File: src/rtl/custom_inputs.sv
`default_nettype none
// ============================================================================
// Module      : custom_inputs
// Description : Avalon-MM slave sampling board push-buttons and DIP switches:
//               synchronise, debounce, latch selected edges, raise level irq.
// Revision    : 1.0 - initial release
// ============================================================================
module custom_inputs #(
    parameter int               WIDTH           = 6,
    parameter int               SYNC_STAGES     = 2,
    parameter int               DEBOUNCE_CYCLES = 50000,
    parameter logic [WIDTH-1:0] RESET_VALUE     = WIDTH'(6'b000011)
) (
    input  logic             clk,
    input  logic             reset,
    input  logic [1:0]       avs_s0_address,
    input  logic             avs_s0_read,
    input  logic             avs_s0_write,
    input  logic [31:0]      avs_s0_writedata,
    output logic [31:0]      avs_s0_readdata,
    output logic             irq,
    input  logic [WIDTH-1:0] inputs_conduit
);

    localparam int                 c_CNT_W    = $clog2(DEBOUNCE_CYCLES) + 1;
    localparam logic [c_CNT_W-1:0] c_CNT_LAST = c_CNT_W'(DEBOUNCE_CYCLES - 1);

    localparam logic [1:0] c_ADDR_DATA = 2'd0;
    localparam logic [1:0] c_ADDR_MASK = 2'd1;
    localparam logic [1:0] c_ADDR_EDGE = 2'd2;
    localparam logic [1:0] c_ADDR_POL  = 2'd3;

    logic [WIDTH-1:0] r_sync [SYNC_STAGES];
    logic [WIDTH-1:0] r_deb;
    logic [WIDTH-1:0] r_mask;
    logic [WIDTH-1:0] r_edge;
    logic [WIDTH-1:0] r_pol;

    logic [WIDTH-1:0] w_sync;
    logic [WIDTH-1:0] w_deb_load;
    logic [WIDTH-1:0] w_deb_next;
    logic [WIDTH-1:0] w_evt;
    logic [WIDTH-1:0] w_clr;
    logic [WIDTH-1:0] w_wdata;
    logic [31:0]      w_rd_sel;
    logic             w_unused;

    assign w_wdata  = avs_s0_writedata[WIDTH-1:0];
    assign w_unused = ^avs_s0_writedata;

    always_ff @(posedge clk) begin
        if (reset) begin
            for (int s = 0; s < SYNC_STAGES; s++) begin
                r_sync[s] <= RESET_VALUE;
            end
        end else begin
            r_sync[0] <= inputs_conduit;
            for (int s = 1; s < SYNC_STAGES; s++) begin
                r_sync[s] <= r_sync[s-1];
            end
        end
    end

    assign w_sync = r_sync[SYNC_STAGES-1];

    // The counter only advances while the synchronised pin disagrees with the
    // debounced level, so any agreeing cycle restarts the stability window.
    generate
        for (genvar b = 0; b < WIDTH; b++) begin : g_debounce
            logic [c_CNT_W-1:0] r_cnt;
            logic               w_diff;

            assign w_diff        = w_sync[b] != r_deb[b];
            assign w_deb_load[b] = w_diff && (r_cnt == c_CNT_LAST);

            always_ff @(posedge clk) begin
                if (reset) begin
                    r_cnt <= '0;
                end else if (!w_diff || (r_cnt == c_CNT_LAST)) begin
                    r_cnt <= '0;
                end else begin
                    r_cnt <= r_cnt + c_CNT_W'(1);
                end
            end
        end
    endgenerate

    assign w_deb_next = (r_deb & ~w_deb_load) | (w_sync & w_deb_load);

    // Rising edges captured where EDGE_POL is 0, falling edges where it is 1.
    assign w_evt = ((w_deb_next & ~r_deb) & ~r_pol) |
                   ((~w_deb_next & r_deb) & r_pol);

    assign w_clr = (avs_s0_write && (avs_s0_address == c_ADDR_EDGE)) ? w_wdata : '0;

    always_ff @(posedge clk) begin
        if (reset) begin
            r_deb  <= RESET_VALUE;
            r_mask <= '0;
            r_edge <= '0;
            r_pol  <= '0;
            irq    <= 1'b0;
        end else begin
            r_deb  <= w_deb_next;
            r_edge <= (r_edge & ~w_clr) | w_evt;
            irq    <= |(r_edge & r_mask);
            if (avs_s0_write && (avs_s0_address == c_ADDR_MASK)) begin
                r_mask <= w_wdata;
            end
            if (avs_s0_write && (avs_s0_address == c_ADDR_POL)) begin
                r_pol <= w_wdata;
            end
        end
    end

    always_comb begin
        w_rd_sel = '0;
        case (avs_s0_address)
            c_ADDR_DATA: w_rd_sel[WIDTH-1:0] = r_deb;
            c_ADDR_MASK: w_rd_sel[WIDTH-1:0] = r_mask;
            c_ADDR_EDGE: w_rd_sel[WIDTH-1:0] = r_edge;
            c_ADDR_POL:  w_rd_sel[WIDTH-1:0] = r_pol;
            default:     w_rd_sel = '0;
        endcase
    end

    always_ff @(posedge clk) begin
        if (reset) begin
            avs_s0_readdata <= '0;
        end else begin
            avs_s0_readdata <= avs_s0_read ? w_rd_sel : 32'd0;
        end
    end

endmodule
`default_nettype wire

File: config.mk
export PLATFORM = sky130hd
export DESIGN_NAME = custom_inputs
export DESIGN_NICKNAME = d
export VERILOG_FILES = /design/src/rtl/custom_inputs.sv
export SDC_FILE = /design/constraint.sdc
export NUM_CORES = 1
export LEC_CHECK = 0
export CAP_MARGIN = 25
export CORE_ASPECT_RATIO = 1.75
export CORE_MARGIN = 4
export CORE_UTILIZATION = 40
export DETAILED_ROUTE_END_ITERATION = 10
export GPL_TIMING_DRIVEN = 0
export MAX_ROUTING_LAYER = met4
export SLEW_MARGIN = 10
export SYNTH_ARGS = -nofsm -noshare
export SYNTH_HDL_FRONTEND = slang
export SYNTH_SLANG_ARGS = --single-unit
File: constraint.sdc
create_clock -name clk -period 2.1 [get_ports clk]
set_input_delay 0.42 -clock clk [delete_from_list [all_inputs] [get_ports clk]]
set_output_delay 0.42 -clock clk [all_outputs]
set_load 0.05 [all_outputs]
; Word level (Yosys, flattened, before mapping)
; Memories as Yosys holds them, arrays and structs flattened.
; Cells that the tools add are included.
[word_totals]
output_inout_bits = 33
in_bits = 44
elab_cells = 91
regBits = 159
n_memories = 1
mem_bits_rw = 12
[classes]
mux = 7
addsub = 6
bitwise_logic = 19
n_reduce_logical = 30
eq_ne = 15
[mem_list]
columns = name, words, word_bits, rd, rd_clocked_by_memory_dff, wr, line_no
row1 = r_sync, 2, 6, 2, 0, 2, 33  ; logic [WIDTH-1:0] r_sync [SYNC_STAGES];
[ops]
columns = operator, count
row1 = $add A17 B1 Y17 const B, 6
row2 = $eq A17 B16 Y1 const B, 6
row3 = $and A6 B6 Y6, 8
row4 = $not A6 Y6, 5
row5 = $pmux W6 S4, 1
row6 = $mux W6, 3
row7 = $or A6 B6 Y6, 3
row8 = $reduce_or A2 Y1, 7
row9 = $logic_and A1 B1 Y1, 9
row10 = $logic_not A1 Y1, 6
row11 = $logic_or A1 B1 Y1, 6
row12 = $ne A1 B1 Y1, 6
row13 = $reduce_or A6 Y1, 1
row14 = $eq A2 B2 Y1 const B, 2
row15 = $mux W1, 3
row16 = $eq A2 B1 Y1 const B, 1
row17 = $logic_not A2 Y1, 1
row18 = $or A1 B1 Y1, 2
row19 = $not A1 Y1, 1

; Depth between registers and ports, before layout
; An unclocked memory read counts as a cell.
[logic_depth]
word_depth = 11
mapped_depth = 6
depth_no_buf = 5

; Least setup slack after synthesis
; OpenSTA, ideal clock, no wires.
[synth_path]
kind = reg2reg
startpoint = reg g_debounce[3].r_cnt[13]
endpoint = reg g_debounce[3].r_cnt[12]
path_buffers = 1
path_stages_with_launch = 6
t_arrival_ps = 1949
t_required_ps = 1985
setup_slack_ps = 36
period_less_slack_ps = 2064
setup_time_ps = 115
path_cell_list = dfxtp_1 > or4_1 > or4_4 > o41ai_4 > buf_6 > nor2_1
[synth_between]
elab_chain_len = 3
[synth_lines]
columns = element, line_no
row1 = from (decl), 70  ; logic [c_CNT_W-1:0] r_cnt;
row2 = from (signal assigned), 82  ; r_cnt <= r_cnt + c_CNT_W'(1);
row3 = $eq A17 B16 Y1, 79  ; end else if (!w_diff || (r_cnt == c_CNT_LAST)) begin
row4 = $logic_or A1 B1 Y1, 79
row5 = $reduce_or A2 Y1 (no line), -
; No other way between the ends.
; A chain may end at the register's enable or synchronous reset.

; Worst setup path in the final report
[layout_path]
startpoint = reg g_debounce[2].r_cnt[11]
endpoint = reg g_debounce[2].r_cnt[8]
[layout_between]
elab_chain_len = 3
[layout_lines]
columns = element, line_no
row1 = from (decl), 70
row2 = from (signal assigned), 82
row3 = $eq A17 B16 Y1, 79
row4 = $logic_or A1 B1 Y1, 79
row5 = $reduce_or A2 Y1 (no line), -
; No other way between the ends.

==> results by group <==
Status
  – Outcome: complete, no violations

CTS
  – CTS tree: yes
  – Post-cts hold buffer count: 0
  – H-tree depth: 4
  – Clock latency on the worst-skew pair: slightly above 0.4 ns
  – CTS root buffer: clkbuf_16
  – CTS Sinks: roughly 150
  – Total CTS buffers: 17
  – Bufs on Longest Clock Path: 2
  – Clock-pin slew on the worst setup and hold paths: about 0.060 ns

Final layout
  – Most frequent cells in the layout: 150 x nor2_1, 144 x dfxtp_1, 71 x xnor2_1, 37 x buf_4, 31 x inv_1
  – Layout Area Growth over Synthesis: 18.87%
  – Share of cells above drive strength 1: approximately an eighth
  – Nets: roughly 850
  – Non-filler cells, final: 1000
  – Utilization after layout: about half
  – Most common cell after layout, fill and taps aside: nor2_1
  – Number of diodes: 0

Route
  – Post-Route M1 WL: ~5600 um
  – Via density: 5.122
  – Met3 WL: around 420 um
  – # DRC: 0
  – Wire length on met2: 6909 um
  – DR top layer: met4
  – Detail Route Antenna Nets: 0
  – DR iter-0 viols: between 200 and 250
  – Final wirelength: about 13000 um
  – Wirelength per Cell: between 10 and 15 um
  – Pre-antenna DRT Iters: 5
  – Total number of vias: 5122

Timing
  – Final period util: 98.00%
  – Final Critical Period: between 2 and 2.5 ns
  – Worst Tran Pin Value: around 0.64 ns
  – Clock skew: 0.008519 ns
  – Max-slew headroom: between 50 and 60%
  – Fin. Hold Viols: 0
  – Count of final setup violators: 0
  – Max-slew violations: 0
  – Final setup TNS: 0 ns
  – Max Fclk: 0.4859 GHz

Worst hold path
  – Worst hold path class: reg -> reg
  – Hold path startpoint: r_sync[0][1]

Global route
  – Gr ovfl total: 0
  – Initial antenna violation count: 0
  – GRT Total Usage: between 15 and 20%
  – First-pass GRT wire length: about 22000 um
  – Vias in the first global route: approximately 5100
  – Largest net degree at the start of global routing: 17

Synth
  – Yosys warns: 0
  – Mean Syn Cell Area: just under 9 um2
  – Synth top area share: 45.37%
  – Top cells by area, synth: dfxtp_1 45%, xnor2_1 9.7%, nor2_1 8.8%
  – Register area share after synthesis: between 40% and 50%
  – #FFs+latches synth: roughly 150
  – Syn Inst Count: 727
  – Synthesized area: 6397 um2
  – Yosys cell types: 47
  – Post-synth top area cell: dfxtp_1

Worst setup path
  – CP Class: reg -> reg
  – Reg-to-reg setup timing slack: 0.04 ns
  – Data arrival, critical path: about 2.4 ns
  – Reg2Reg Launch Point: g_debounce[2].r_cnt[11]
  – Crit path launch: g_debounce[2].r_cnt[11]
  – Crit path launch type: flop
  – Required time worst endpoint: between 2 and 2.5 ns
  – CP Capture Type: flop
  – Worst Path Max Fanout: 10

Floorplan
  – Die H: ~180 um
  – Chip Width: between 100 and 150 um
  – I/O Pins: between 70 and 80
  – Initial Util: 41.17%
  – Die area: ~18000 um2
  – Num rows: 60
  – Core ar.: ~16000 um2

Pwr
  – Seq pwr share: between 40% and 50%
  – Leak pwr: 2.525 nW
  – Switching portion of total power: about a quarter
  – Peak supply drop: around 390 uV
  – Internal power: roughly 4.4 mW
  – Overall Power: approximately 5.8 mW
  – Combinational power share: ~5.3%
  – Switching power: between 1 and 1.5 mW
  – PwrDens: between 700 and 800 nW/um2
  – Clock Power Share: between 40% and 50%

Place
  – Post-placement cell count: 960
  – IO Port Bufs: 22
  – GP Congestion: approximately 0.84
  – Post-DP HPWL: ~9400 um

Flow run
  – Max-cap violations: 0
## power groups by stage
stage	Clock, mW	Combinational, mW	Sequential [mW]
after detailed placement	0	0.294	2.85
after global routing	2.90	0.328	2.79
final	2.70	0.305	2.79
after global placement	0	0.292	2.85
after CTS	2.77	0.301	2.79
after floorplan	0	0.223	2.85
## Yosys cell counts (all sizes together)
cell type / n
conb: 1
nor4b: 2
and3b: 3
or2: 5
o41ai: 2
or3b: 1
a21oi: 24
nand2: 24
nand4: 29
dfxtp: 145
xnor2: 71
and3: 14
buf: 30
o32ai: 1
nor2b: 8
nand2b: 6
and4: 4
clkbuf: 15
o22ai: 1
or3: 5
nor2: 150
or4: 7
nor3: 21
o21a: 2
mux4: 6
inv: 31
a31oi: 1
a31o: 2
nor4: 29
nand3: 33
mux2i: 6
o21ai: 13
ha: 6
nand3b: 2
xor2: 19
o31a: 1
a22oi: 3
o311ai: 1
o211ai: 3
## flip-flops by register name, summed over array words and instances (netlist names)
register,flops
irq,1
r_edge,6
r_mask,6
r_deb,6
avs_s0_readdata,6
r_pol,6
g_debounce.r_cnt,102
r_sync,12
## critical path, stage by stage, from the launching register on
cell and delay [ns]:
dfxtp_1 0.35, or4_1 0.53, or3b_2 0.57, o21ai_4 0.23, buf_4 0.21, nor2_1 0.06
## what timing repair did
item | CTS | global route
setup endpoints to repair | 66 | 72
resized for setup | 7 | 11
setup buffers | 5 | 3
pin swaps | 3 | 1
## final cells by class
cell class,count,area (um2)
Fill cell,1491,7935
Multi-Input combinational cell,531,3251
Sequential cell,145,2904
Clock buffer,20,446.7
Buffer,45,287.8
Timing Repair Buffer,30,280.3
Tap cell,186,232.7
Inverter,31,116.4
Clock inverter,12,86.33
## final timing paths
check / end / cells past startpoint
setup / recovery: g_debounce[2].r_cnt[8] / 5
hold / removal: r_sync[0][7] / 1
setup reg to reg: g_debounce[2].r_cnt[8] / 5
hold reg to reg: r_sync[0][7] / 1
## logic make-up (layout without fill, tap and decap cells)
kind of cell | count (synthesis) | count (layout) | synth area share [%]
multiplexers | 12 | 12 | 3.051
AO/OA/AOI/OAI | 54 | 54 | 5.476
XOR/XNOR | 90 | 90 | 12.32
other | 1 | 26 | 0.05862
flip-flops | 145 | 145 | 45.37
adder cells (fa/ha/maj) | 6 | 6 | 1.173
buffers and inverters | 76 | 138 | 6.161
AND/OR/NAND/NOR | 343 | 343 | 26.38
## per-layer routing
| layer | global-route usage [%] | up-vias |
|---|---|---|
| li1 | - | 2589 |
| met1 | 15.87 | 2413 |
| met2 | 27.30 | 105 |
| met3 | 3.825 | 15 |
| met4 | 6.933 | 0 |
| met5 | - | - |
## stage by stage
stage	instance area [um2]	setup slack [ns]	hold slack (ns)
floorplan	6491	0.03626	0.3895
global placement	6944	-0.2289	0.4008
detailed placement	6944	-0.2889	0.3983
CTS	7555	0.0008611	0.4132
global route	7605	-0.007041	0.4313
finish	7605	0.04192	0.4087
Note: power is estimated with default switching activity, not from simulation.
